**config.mk**
```make
export PLATFORM = sky130hd
export DESIGN_NAME = onehot_encoder_8x3_stream
export DESIGN_NICKNAME = d
export VERILOG_FILES = /design/src/rtl/onehot_encoder_8x3_stream.sv
export SDC_FILE = /design/constraint.sdc
export NUM_CORES = 1
export LEC_CHECK = 0
export ABC_CLOCK_PERIOD_IN_PS = 4810
export CAP_MARGIN = 20
export CORE_ASPECT_RATIO = 0.6
export CORE_MARGIN = 4
export CORE_UTILIZATION = 54
export DETAILED_ROUTE_END_ITERATION = 12
export PLACE_DENSITY = 0.86
export SLEW_MARGIN = 0
export SYNTH_ARGS = -nofsm -noshare
export SYNTH_HDL_FRONTEND = slang
export SYNTH_SLANG_ARGS = --single-unit
```
**constraint.sdc**
```tcl
create_clock -name clk -period 4.81 [get_ports clk]
set_clock_uncertainty 0.05 [all_clocks]
set_input_delay 0.962 -clock clk [delete_from_list [all_inputs] [get_ports clk]]
set_output_delay 0.962 -clock clk [all_outputs]
set_load 0.02 [all_outputs]
```
**src/rtl/onehot_encoder_8x3_stream.sv**
```systemverilog
// Sequential 8-to-3 encoder: captures an 8-bit request vector and streams the
// binary index of every set bit, one handshaked beat at a time, in scan order.
module onehot_encoder_8x3_stream #(
    parameter bit LSB_FIRST = 1'b1
) (
    input  logic       clk,
    input  logic       rst_n,
    input  logic [7:0] req,
    input  logic       req_valid,
    output logic       req_ready,
    output logic [2:0] code,
    output logic       code_none,
    output logic       code_last,
    output logic [3:0] code_count,
    output logic       code_valid,
    input  logic       code_ready
);

    typedef enum logic {
        IDLE = 1'b0,
        EMIT = 1'b1
    } state_t;

    state_t     state;
    logic [7:0] pend;
    logic [3:0] cnt;

    logic [3:0] req_pc;
    logic [2:0] cur_idx;
    logic [7:0] pend_next;
    logic [2:0] next_idx;
    logic [3:0] next_pc;

    function automatic logic [3:0] popcount8(input logic [7:0] v);
        logic [3:0] n;
        n = '0;
        for (int i = 0; i < 8; i++) begin
            n = n + {3'b000, v[i]};
        end
        return n;
    endfunction

    // Priority encode in scan order; the winning bit is the one written last.
    function automatic logic [2:0] first_index(input logic [7:0] v);
        logic [2:0] idx;
        idx = '0;
        if (LSB_FIRST) begin
            for (int i = 7; i >= 0; i--) begin
                if (v[i]) idx = 3'(i);
            end
        end else begin
            for (int i = 0; i < 8; i++) begin
                if (v[i]) idx = 3'(i);
            end
        end
        return idx;
    endfunction

    always_comb begin
        req_pc    = popcount8(req);
        cur_idx   = first_index(pend);
        pend_next = pend & ~(8'b0000_0001 << cur_idx);
        next_idx  = first_index(pend_next);
        next_pc   = popcount8(pend_next);
    end

    assign code_count = cnt;

    // Beat outputs are registered and precomputed from the vector left after
    // the current transfer, so nothing on the output side sees req or code_ready.
    always_ff @(posedge clk or negedge rst_n) begin
        if (!rst_n) begin
            state      <= IDLE;
            pend       <= '0;
            cnt        <= '0;
            req_ready  <= 1'b1;
            code_valid <= 1'b0;
            code       <= '0;
            code_none  <= 1'b0;
            code_last  <= 1'b0;
        end else begin
            case (state)
                IDLE: begin
                    if (req_valid) begin
                        state      <= EMIT;
                        pend       <= req;
                        cnt        <= req_pc;
                        req_ready  <= 1'b0;
                        code_valid <= 1'b1;
                        code       <= first_index(req);
                        code_none  <= (req == 8'h00);
                        code_last  <= (req_pc <= 4'd1);
                    end
                end
                EMIT: begin
                    if (code_ready) begin
                        pend <= pend_next;
                        if (code_last) begin
                            state      <= IDLE;
                            cnt        <= '0;
                            req_ready  <= 1'b1;
                            code_valid <= 1'b0;
                            code       <= '0;
                            code_none  <= 1'b0;
                            code_last  <= 1'b0;
                        end else begin
                            code      <= next_idx;
                            code_last <= (next_pc == 4'd1);
                        end
                    end
                end
                default: begin
                    state <= IDLE;
                end
            endcase
        end
    end

endmodule

```
* Word level (Yosys, flattened, before mapping)
Cells that the tools add are included. Widths: inputs -> output; s select.
Storage, ports and cells: bits in registers 20, latch bits 0, bits in writable memories 0, ROM bits 0, bits of input ports 12, word-level logic and storage cells 87, memories 0
Operators by class: add/subtract/negate cells 14, multipliers 0, divide/modulo/power cells 0, order comparisons 1, equal/unequal tests 4, shift-type cells 1, mux-type cells 53, bitwise gates (word level) 3, reduce and logical (&&, ||, !) cells 3
Operator list (number):
- $mux 3 | 27
- $add 4x1->4 | 8
- $mux 8 | 2
- $pmux 8 s2 | 1
- $mux 1 | 13
- $mux 4 | 3
- $pmux 1 s2 | 5
- $add 3x1->4 | 2
- $and 8x8->8 | 1
- $logic_not 8->1 | 1
- $not 8->8 | 1
- $pmux 4 s2 | 1
- $shl 1x3->8 const A | 1
- $add 2x1->3 | 2
- $ne 2x2->1 const B | 3
- $pmux 3 s2 | 1
- $add 1x1->2 | 2
- $eq 4x1->1 const B | 1
- $le 4x1->1 const B | 1
- $reduce_and 3->1 | 1
- $reduce_and 2->1 | 1
- $not 1->1 | 1

* Logic depth before layout (Yosys ltp)
depth in word-level cells 22, depth in mapped cells 15, mapped depth without buffers 13

* Worst setup path before layout
OpenSTA, ideal clock, no wires.
path type input port to flip-flop, start input port req[0], end register code_last, setup time 82 ps, arrival time 3758 ps, required time 4678 ps, setup slack 920 ps, stages on the path 9, path buffers 0, cell sequence fa_1 > inv_1 > fa_1 > fa_1 > inv_1 > ha_1 > fa_1 > or4_1 > a31oi_1
Between the ends: word-level cells in the longest chain between the ends 10
Ends and longest elaborated chain:
- from (decl) | line 8 | input logic [7:0] req,
- $add 1x1->2 | line 38 | n = n + {3'b000, v[i]};
- $add 2x1->3 | line 38
- $add 3x1->4 | line 38
- $add 4x1->4 (4 in series) | line 38
- $le 4x1->1 | line 92 | code_last <= (req_pc <= 4'd1);
- $mux 1 | line 84 | if (req_valid) begin
- $pmux 1 s2 | line 82 | case (state)
- to (signal assigned) | line 92
- to (signal assigned) | line 108 | code_last <= (next_pc == 4'd1);
- to (decl) | line 13 | output logic code_last,
No other way between the ends. The select of a mux whose other input is x is not followed. A chain may end at the register's enable or synchronous reset.

* Final worst setup path
Ends and elaborated chain as after synthesis.

==> flow_metrics.env <==
export IMPL_grt_pass1_vias=1333
export IMPL_cap_viol_max_count=0
export IMPL_yosysSeqAreaShare_pct=31.6
export IMPL_fillers=191
export IMPL_clkTransAtPathRegs_ps=80
export IMPL_wire_per_inst_um=16.4
export IMPL_core_area_um2=2650
export IMPL_yosysMostFrequentCell="dfrtp_1"
export IMPL_setup_tns_ps=0
export IMPL_hp_start="code_valid"
export IMPL_slew_headroom_pct=42.4
export IMPL_drv_slew=0
export IMPL_cts_setup_buffers=0
export IMPL_gr_total_overflow=0
export IMPL_nets=222
export IMPL_critical_path_arrival_ps=4430
export IMPL_dr_total_vias=1396
export IMPL_dieArea_um2=3900
export IMPL_detail_route_antenna_nets=0
export IMPL_hold_viol=0
export IMPL_ioPinCount=23
export IMPL_synthTopCellsByArea="dfrtp_1, fa_1, ha_1"
export IMPL_timing_fmax_mhz=233
export IMPL_die_w_um=78.0
export IMPL_std_cell_rows=14
export IMPL_synthesis_area_um2=1590
export IMPL_synth_top_area_cell="dfrtp_1"
export IMPL_cts_max_path_buffers=2
export IMPL_r2r_slack_ps=620
export IMPL_cts_hold_fix_buffers=0
export IMPL_cp_startpoint="req[0]"
export IMPL_min_path_type="reg2reg"
export IMPL_cts_htree_levels=1
export IMPL_setup_slack_ps=512
export IMPL_cts_sinks=20
export IMPL_p_total_mw=1.15
export IMPL_root_buffer="clkbuf_8"
export IMPL_synth_common_cells="dfrtp_1, inv_1, nand2_1"
export IMPL_endpoint_kind="register"
export IMPL_r2r_cells=13
export IMPL_path_cells="clkdlybuf4s50_1 > fa_1 > inv_1 > fa_1 > fa_1 > inv_1 > ha_1 > fa_1 > or4_1 > a31oi_1"
export IMPL_setup_viol=0
export IMPL_cp_slowest_stage_delay_ps=590
export IMPL_crit_path_frequent_cell="fa_1"
export IMPL_viasPerCell=5.97
export IMPL_grt_max_degree=21
export IMPL_power_density_nw_per_um2=614
export IMPL_r2r_end="code_last"
export IMPL_syn_avg_cell_area_um2=8.93
export IMPL_gp_congestion=0.946
export IMPL_slowest_stage="fa_1"
export IMPL_synthDistinctLibCells=52
export IMPL_tightest_slew_ps=861
export IMPL_worstPathRequired_ps=4950
export IMPL_synth_edf_count=0
export IMPL_synthCells=178
export IMPL_syn2layout_area_growth_pct=18.2
export IMPL_numCtsBuffers=3
export IMPL_grt_pass1_wl_um=6490
export IMPL_antenna_cells=0
export IMPL_syn_num_nets=205
export IMPL_ys_ff_latch=20
export IMPL_cts_tree="built"
export IMPL_worstSetupStartpointType="primary input"
export IMPL_synth_flop_cell="dfrtp_1"
export IMPL_place_ws_ps=244
export IMPL_cts_resized=0
export IMPL_grt_setup_unrepaired="false"
export IMPL_firstDrtPassIters=6
export IMPL_antenna_found_initial=0
export IMPL_synthArstFlopShare_pct=100
export IMPL_cp_endpoint="code_last"
export IMPL_crit_path_max_fanout=6
export IMPL_portBuffers=22
export IMPL_yosys_warnings=0
export IMPL_wirelength_um=3840
export IMPL_grt_usage_pct=21.0
export IMPL_r2r_start="pend[2]"
export IMPL_fin_crit_sh_pct=89.3
export IMPL_outcome="finished clean"
export IMPL_drc_errors=0
export IMPL_fin_crit_ps=4300
export IMPL_ir_drop_mv=0.409
export IMPL_drtIter0Drc=120
export IMPL_p_leak_nw=0.865
export IMPL_insertion_delay_ps=260
export IMPL_hpwl_um=2980
export IMPL_synth_top_area_share_pct=29.9
export IMPL_fp_dieH_um=50.0
export IMPL_start_util_pct=60.1
export IMPL_drive_above_1_share_pct=7.73
export IMPL_timing_worst_setup_path_type="in2reg"
==> logic make-up after synthesis <==
group,share of synthesized area (%)
fa+ha+maj,16.5
flops,31.6
compound gates,22.4
mux,0.630
xor+xnor,1.10
buf+inv,8.03
simple gates,19.8
==> flip-flops by register name (all words and copies together), names as in the netlist <==
register,count
code_last,1
req_ready,1
code_none,1
code_valid,1
state,1
code_count,4
code,3
pend,8
==> placed cells by master (no fill, tap or decap), types with 3 or more instances in the layout <==
cell type and instances:
a31oi_1 3, a22o_1 7, ha_1 8, clkdlybuf4s50_1 22, nand3_1 3, nand2_1 13
nor2_1 12, a21oi_1 7, nor2b_1 9, fa_1 7, nor3_1 4, clkbuf_8 3
o21ai_0 11, dfrtp_1 19, inv_1 18
==> area by class of cell <==
class	count	area, um^2	share of cell area, %
clock inverter	1	30.0	1.60
clock buffer	3	41.3	2.20
timing repair buffer	23	228	12.1
multi-input combinational	129	960	51.1
sequential	20	502	26.7
inverter	18	67.6	3.60
tap	40	50.0	2.66
==> power by group <==
group          total (mW)  leakage [nW]  internal (mW)  switching (mW)
sequential          0.346         0.257          0.235           0.112
combinational       0.640         0.572          0.299           0.341
clock               0.167        0.0357          0.111          0.0557
==> critical path: cells and delay by family <==
| family | cells | cell delay [ps] |
|---|---|---|
| adders and majority gates | 5 | 2180 |
| AOI/OAI and AO/OA | 1 | 170 |
| buffers and inverters | 3 | 630 |
| and+or+nand+nor | 1 | 500 |
==> stage by stage <==
step	utilization (%)	std cells	hold WS, ps	instance area, um^2
finish	71.0	234	430	1880
CTS	71.0	234	433	1880
global route	71.0	234	470	1880
detailed placement	68.3	230	416	1810
floorplan	-	178	476	1590
global placement	68.3	230	411	1810
==> layer usage <==
metal / wire length [um] / GRT usage [%] / part of all wire [%]
met1: 1760 / 30.6 / 46
met3: 393 / 5.45 / 10
met2: 1640 / 31.0 / 43
met5: 0 / 0 / 0
met4: 46 / 5.23 / 1.2
==> worst min path at each step <==
| stage | end | cells after the start |
|---|---|---|
| finish | code_valid | 1 |
| global route | code_valid | 1 |
| CTS | code_valid | 1 |
| detailed placement | code_valid | 1 |
| global placement | code_valid | 1 |
| floorplan | pend[6] | 1 |
Note: power is estimated with default switching activity, not from simulation.
